--- src/rtl/operand_regfile.sv ---
// operand_regfile: eight-entry register file feeding a registered operand
// stage (OpA/OpB/FS) through a valid/ready handshake, plus a status-flag
// register. Writes use a write-first bypass into the operand capture.
// Optional build macro: R0_ZERO_EN -- when defined, R0 is hardwired to zero
// (writes to address 0 are dropped and never bypassed).
module operand_regfile #(
    parameter int DATA_W = 16
) (
    input  logic              clk,
    input  logic              reset,
    input  logic              RW,
    input  logic [2:0]        DA,
    input  logic [DATA_W-1:0] D,
    input  logic [2:0]        AA,
    input  logic [2:0]        BA,
    input  logic              MB,
    input  logic [DATA_W-1:0] KNS,
    input  logic [3:0]        FS_in,
    input  logic              issue,
    output logic              issue_ready,
    input  logic              fu_ready,
    output logic [DATA_W-1:0] OpA,
    output logic [DATA_W-1:0] OpB,
    output logic [3:0]        FS,
    output logic              op_valid,
    input  logic              SL,
    input  logic              V_in,
    input  logic              C_in,
    input  logic              N_in,
    input  logic              Z_in,
    output logic [3:0]        status
);

    logic [DATA_W-1:0] r_regs [8];
    logic [DATA_W-1:0] r_op_a;
    logic [DATA_W-1:0] r_op_b;
    logic [3:0]        r_fs;
    logic              r_op_valid;
    logic [3:0]        r_status;

    logic              w_we;
    logic              w_capture;
    logic [DATA_W-1:0] w_rd_a;
    logic [DATA_W-1:0] w_rd_b;

    // Effective write enable; address 0 is read-only when R0 is hardwired.
`ifdef R0_ZERO_EN
    assign w_we = RW && (DA != 3'd0);
`else
    assign w_we = RW;
`endif

    // A new operand set is accepted when the stage is empty or being drained.
    assign issue_ready = !r_op_valid || fu_ready;
    assign w_capture   = issue && issue_ready;

    // Operand read with write-first bypass; KNS replaces source B when MB=1.
    assign w_rd_a = (w_we && (DA == AA)) ? D : r_regs[AA];
    assign w_rd_b = MB ? KNS :
                    (w_we && (DA == BA)) ? D : r_regs[BA];

    // Register file write port, independent of the operand handshake.
    // NOTE: the array is reset explicitly because software relies on every
    // register reading zero after reset; this rules out a RAM macro.
    always_ff @(posedge clk or posedge reset) begin
        if (reset) begin
            for (int i = 0; i < 8; i++) begin
                r_regs[i] <= '0;
            end
        end else if (w_we) begin
            r_regs[DA] <= D;
        end
    end

    // Operand stage: capture on accept, drop valid on consume, hold on stall.
    always_ff @(posedge clk or posedge reset) begin
        if (reset) begin
            r_op_a     <= '0;
            r_op_b     <= '0;
            r_fs       <= '0;
            r_op_valid <= 1'b0;
        end else if (w_capture) begin
            r_op_a     <= w_rd_a;
            r_op_b     <= w_rd_b;
            r_fs       <= FS_in;
            r_op_valid <= 1'b1;
        end else if (r_op_valid && fu_ready) begin
            r_op_valid <= 1'b0;
        end
    end

    // Status flags {V,C,N,Z}, loaded only when SL is asserted.
    always_ff @(posedge clk or posedge reset) begin
        if (reset) begin
            r_status <= '0;
        end else if (SL) begin
            r_status <= {V_in, C_in, N_in, Z_in};
        end
    end

    assign OpA      = r_op_a;
    assign OpB      = r_op_b;
    assign FS       = r_fs;
    assign op_valid = r_op_valid;
    assign status   = r_status;

endmodule

--- config.mk ---
export PLATFORM = sky130hd
export DESIGN_NAME = operand_regfile
export DESIGN_NICKNAME = d
export VERILOG_FILES = /design/src/rtl/operand_regfile.sv
export SDC_FILE = /design/constraint.sdc
export NUM_CORES = 1
export LEC_CHECK = 0
export ABC_CLOCK_PERIOD_IN_PS = 7100
export BUFFER_PORTS_ARGS = -buffer_cell sky130_fd_sc_hd__clkbuf_2
export CORE_UTILIZATION = 55
export DETAILED_ROUTE_END_ITERATION = 8
export GPL_TIMING_DRIVEN = 0
export PLACE_DENSITY = 0.75
export SYNTH_ARGS = -nofsm -noshare
export SYNTH_HDL_FRONTEND = slang
export SYNTH_SLANG_ARGS = --single-unit
--- constraint.sdc ---
create_clock -name clk -period 7.1 [get_ports clk]
set_clock_uncertainty 0.2 [all_clocks]
set_input_delay 1.42 -clock clk [delete_from_list [all_inputs] [get_ports clk]]
set_output_delay 1.42 -clock clk [all_outputs]
set_load 0.03 [all_outputs]
---- Word level (Yosys, flattened, before mapping) ----
Index checks and enable logic that the tools add are counted.
word-level totals
  register bits after elaboration ......... 169
operators by class
  $lt $le $gt $ge ......................... 4
  eq/ne operators ......................... 2
  multiplexer cells ....................... 14
  bitwise gates (word level) .............. 3
  reduce and logical (&&, ||, !) cells .... 8
operators with widths
  kind                  number
  $bwmux W128           1
  $mux W16              8
  $bmux W16 S3          2
  $demux W16 S3         1
  $ge A4 B4 Y1 const B  3
  $not A3 Y4            3
  $eq A3 B3 Y1          2
  $logic_and A1 B1 Y1   5
  $lt A4 B1 Y1 const B  1
  $mux W1               2
  $reduce_bool A2 Y1    1
  $logic_not A1 Y1      1
  $logic_or A1 B1 Y1    1

---- Depth between registers and ports, before layout ----
  depth after elaboration ................. 6
  mapped depth ............................ 7
  depth with buffers taken out ............ 4

---- Worst setup path before layout ----
No wires, ideal clock.
  kind .................................... input to output
  start ................................... input fu_ready
  end ..................................... output issue_ready
  data arrival time ....................... 2.322 ns
  required time ........................... 5.480 ns
  setup slack ............................. 3.158 ns
  stages .................................. 4
  buffers on the path ..................... 3
  path through ............................ nand2b_1 buf_2 buf_2 buf_1
between the ends
  cells in the longest elaborated chain, start to end .. 1
RTL lines
  element             line  RTL
  start, declared     21    input logic fu_ready,
  $logic_or A1 B1 Y1  54    assign issue_ready = !r_op_valid || fu_ready;
  end, declared       20    output logic issue_ready,
Every way passes these cells.

---- Worst setup path after layout ----
Ends and elaborated chain as after synthesis.

==> reports/metrics.yaml <==
global_routing:
  grt_start_max_net_pins: 114
  grt_pass1_wl_um: 41000
  grt_overflow: 0
  grt.total_usage_pct: 33.7
  grt_pass1_vias: 7240
  antenna_found_initial: 1
logic_synthesis:
  synthAdderAreaFrac_pct: 0
  synth_xor_xnor_area_share_pct: 0.581
  yosys-mux-area-fraction_pct: 25.4
  synth_nets: 843
  yosys_register_bits: 169
  synthCells: 787
  synth_compound_area_share_pct: 10.7
  synth_top_family_by_area: "multiplexers"
  syn_area_per_cell_um2: 11.5
  ys_seq_area_share_pct: 46.8
  postSynth.asyncResetShare_pct: 100
  synth_edf_count: 0
  ys.flop_type: "dfrtp_1"
  synthDistinctLibCells: 40
  yosysWarningCount: 0
  synth_area_um2: 9040
  yosys.area_share.simple_pct: 11.3
finish:
  final_layout_size_suffix_gt1_share_pct: 35.6
  nets: 949
  stdcell_area_um2: 10400
  final_core_util_pct: 65.1
  syn2layout_area_growth_pct: 14.7
power:
  power_leakage_uw: 0.00457
  ir_drop_mv: 0.208
  powerDensity_nw_per_um2: 287
floorplanning:
  start_util_pct: 56.7
  die-width_um: 130
  die_y_um: 130
  die_area_um2: 17000
  num_io_pins: 98
  coreArea_um2: 15900
  row_count: 46
worst_setup_path:
  crit_path_end_kind: "output pin"
  reg2reg_to: "OpA[14]$_DFFE_PP0P_"
  critPathArrivalTime_ps: 2950
  worst-r2r-cell-count: 7
  reg2reg_from: "op_valid$_DFFE_PP0P_"
  crit_required_ps: 5480
  reg2reg_slack_ps: 4510
  crit_type: "primary input to output pin"
  crit_fanout: 10
  setup.worst_path.start_class: "primary input"
cts:
  clock_path_buffers: 2
  postCtsSetupBuffers: 0
  htree_num_levels: 4
  holdBufCountCts: 0
  cts_buffers: 17
  cts.sinks: 169
  cts_tree: "done"
  cts_root_buf: "clkbuf_16"
  clk_latency_ps: 430
  clk_pin_slew_ps: 60
  ctsResizeCount: 0
sta:
  fin_crit_ps: 4570
  maxSlewHeadroom_pct: 23.2
  rsz0062_at_grt: "false"
  tightest_slew_ps: 1150
  finalHoldViolCount: 0
  setup_viol: 0
  report.final.slew_viol_count: 0
  period_share_pct: 64.4
  fin_ws_ps: 2530
  max_freq_ghz: 0.219
detailed_routing:
  firstDrtPassIters: 5
  routedWlPerCell_um: 24.0
  num_vias: 7318
  via_per_inst: 6.52
  drc: 0
  detail-route-antenna-nets: 0
  drtIter0Drc: 779
  routed_wl_um: 27000
outcome:
  status: "finished, final reports clean"
place:
  finalWeightedCongestion: 0.893
  dpl_cell_area_um2: 9780
  place_hpwl_um: 18200
  io_buffers: 86
  dp_slack_ps: 2640
min_path:
  min_to: "FS[1]$_DFFE_PP0P_"
  worstHoldPathCells: 2
  hold_path_class: "flip-flop to flip-flop"
  holdCritStartpoint: "FS[1]$_DFFE_PP0P_"
flow_run:
  maxCapViolations: 0
## state kept, by name (all words and copies together) (netlist names)
name / flops
op_valid: 1
OpA: 16
FS: 4
status: 4
r_regs: 128
OpB: 16
## worst max-delay path by stage
stage / end / slack, ps / cells after the start / from
after floorplan: FS[0]$_DFFE_PP0P_ / 900 / 1 / reset
after global placement: r_regs[81]$_DFFE_PP0P_ / -990 / 2 / reset
after detailed placement: issue_ready / 2640 / 6 / fu_ready
after CTS: issue_ready / 2620 / 6 / fu_ready
after global routing: issue_ready / 2470 / 6 / fu_ready
final: issue_ready / 2530 / 6 / fu_ready
## power by group
group          switching, uW  internal [uW]
clock                    374            560
sequential               160           1160
combinational            376            344
total                    910           2060
## area by class of cell
| class | count | area, um2 |
|---|---|---|
| diodes | 1 | 2.50 |
| plain buffers | 67 | 385 |
| clock buffers | 23 | 498 |
| clock inverters | 8 | 92.6 |
| fillers | 1236 | 5570 |
| inverters | 24 | 97.6 |
| multi-input cells | 527 | 4340 |
| flip-flops and latches | 169 | 4230 |
| well taps | 216 | 270 |
| repair buffers | 87 | 458 |
## cell families after synthesis
kind of cell | count (synthesis)
xor+xnor | 6
simple gates | 197
compound gates | 152
flops | 169
buf+inv | 91
mux | 172
## layer usage
layer / share of wire [%] / wire length [um] / track usage, %
met5: 0 / 0 / 0
met4: 4.9 / 1320 / 18.3
met3: 9.1 / 2460 / 8.49
met2: 46 / 12300 / 52.4
met1: 40 / 10900 / 43.7
## worst max-delay path, stage by stage
cell,delay [ps]
clkbuf_2,70
nand2b_1,90
buf_2,270
buf_2,340
buf_1,450
clkbuf_2,300
## cells in the mapped netlist, types with 13 or more instances
cell type | n | area share (%)
nand4_1 | 18 | 1.2
inv_1 | 24 | 1.0
nand2b_1 | 13 | 0.90
mux2i_1 | 16 | 1.8
a211oi_1 | 16 | 1.3
dfrtp_1 | 169 | 47
o21ai_0 | 64 | 3.5
or3_1 | 16 | 1.1
mux2_2 | 123 | 15
buf_2 | 19 | 1.1
mux4_2 | 26 | 6.5
o22ai_1 | 24 | 1.7
nor2b_1 | 16 | 1.1
nand2_1 | 86 | 3.6
clkbuf_1 | 22 | 0.91
a21oi_1 | 16 | 0.89
## per-stage QoR
step / hold slack, ps / TNS (ps) / std cells / total power (uW)
5_1_grt: 304 / 0 / 1121 / 3090
3_5_place_dp: 263 / 0 / 1090 / 2040
6_report: 274 / 0 / 1122 / 2980
2_1_floorplan: 258 / 0 / 787 / 1810
4_1_cts: 278 / 0 / 1121 / 2970
3_3_place_gp: 258 / -164480 / 1089 / 2010
## placed cells by master, fill, tap and decap left out, types with 5 or more instances in the layout
cell | Yosys | routed
dfrtp_1 | 169 | 169
mux2i_1 | 16 | 16
nor3_1 | 10 | 10
nor2b_1 | 16 | 16
clkbuf_1 | 22 | 23
clkbuf_16 | 0 | 17
nand3_1 | 8 | 8
clkinv_2 | 0 | 5
nor4_1 | 8 | 8
nor2_1 | 9 | 9
o221a_2 | 8 | 8
buf_4 | 12 | 12
o21ai_0 | 64 | 64
mux4_2 | 26 | 26
clkbuf_8 | 0 | 5
mux2_2 | 123 | 123
buf_2 | 19 | 19
buf_6 | 6 | 6
nand4_1 | 18 | 18
nand2b_1 | 13 | 13
mux4_1 | 6 | 6
a211oi_1 | 16 | 16
a221oi_1 | 8 | 8
o22ai_1 | 24 | 24
a21oi_1 | 16 | 16
or3_1 | 16 | 16
o211ai_1 | 8 | 8
xnor2_1 | 6 | 6
o221ai_1 | 6 | 6
nand2_1 | 86 | 86
clkbuf_2 | 3 | 89
inv_1 | 24 | 23
Power figures use the tool's default switching activity.
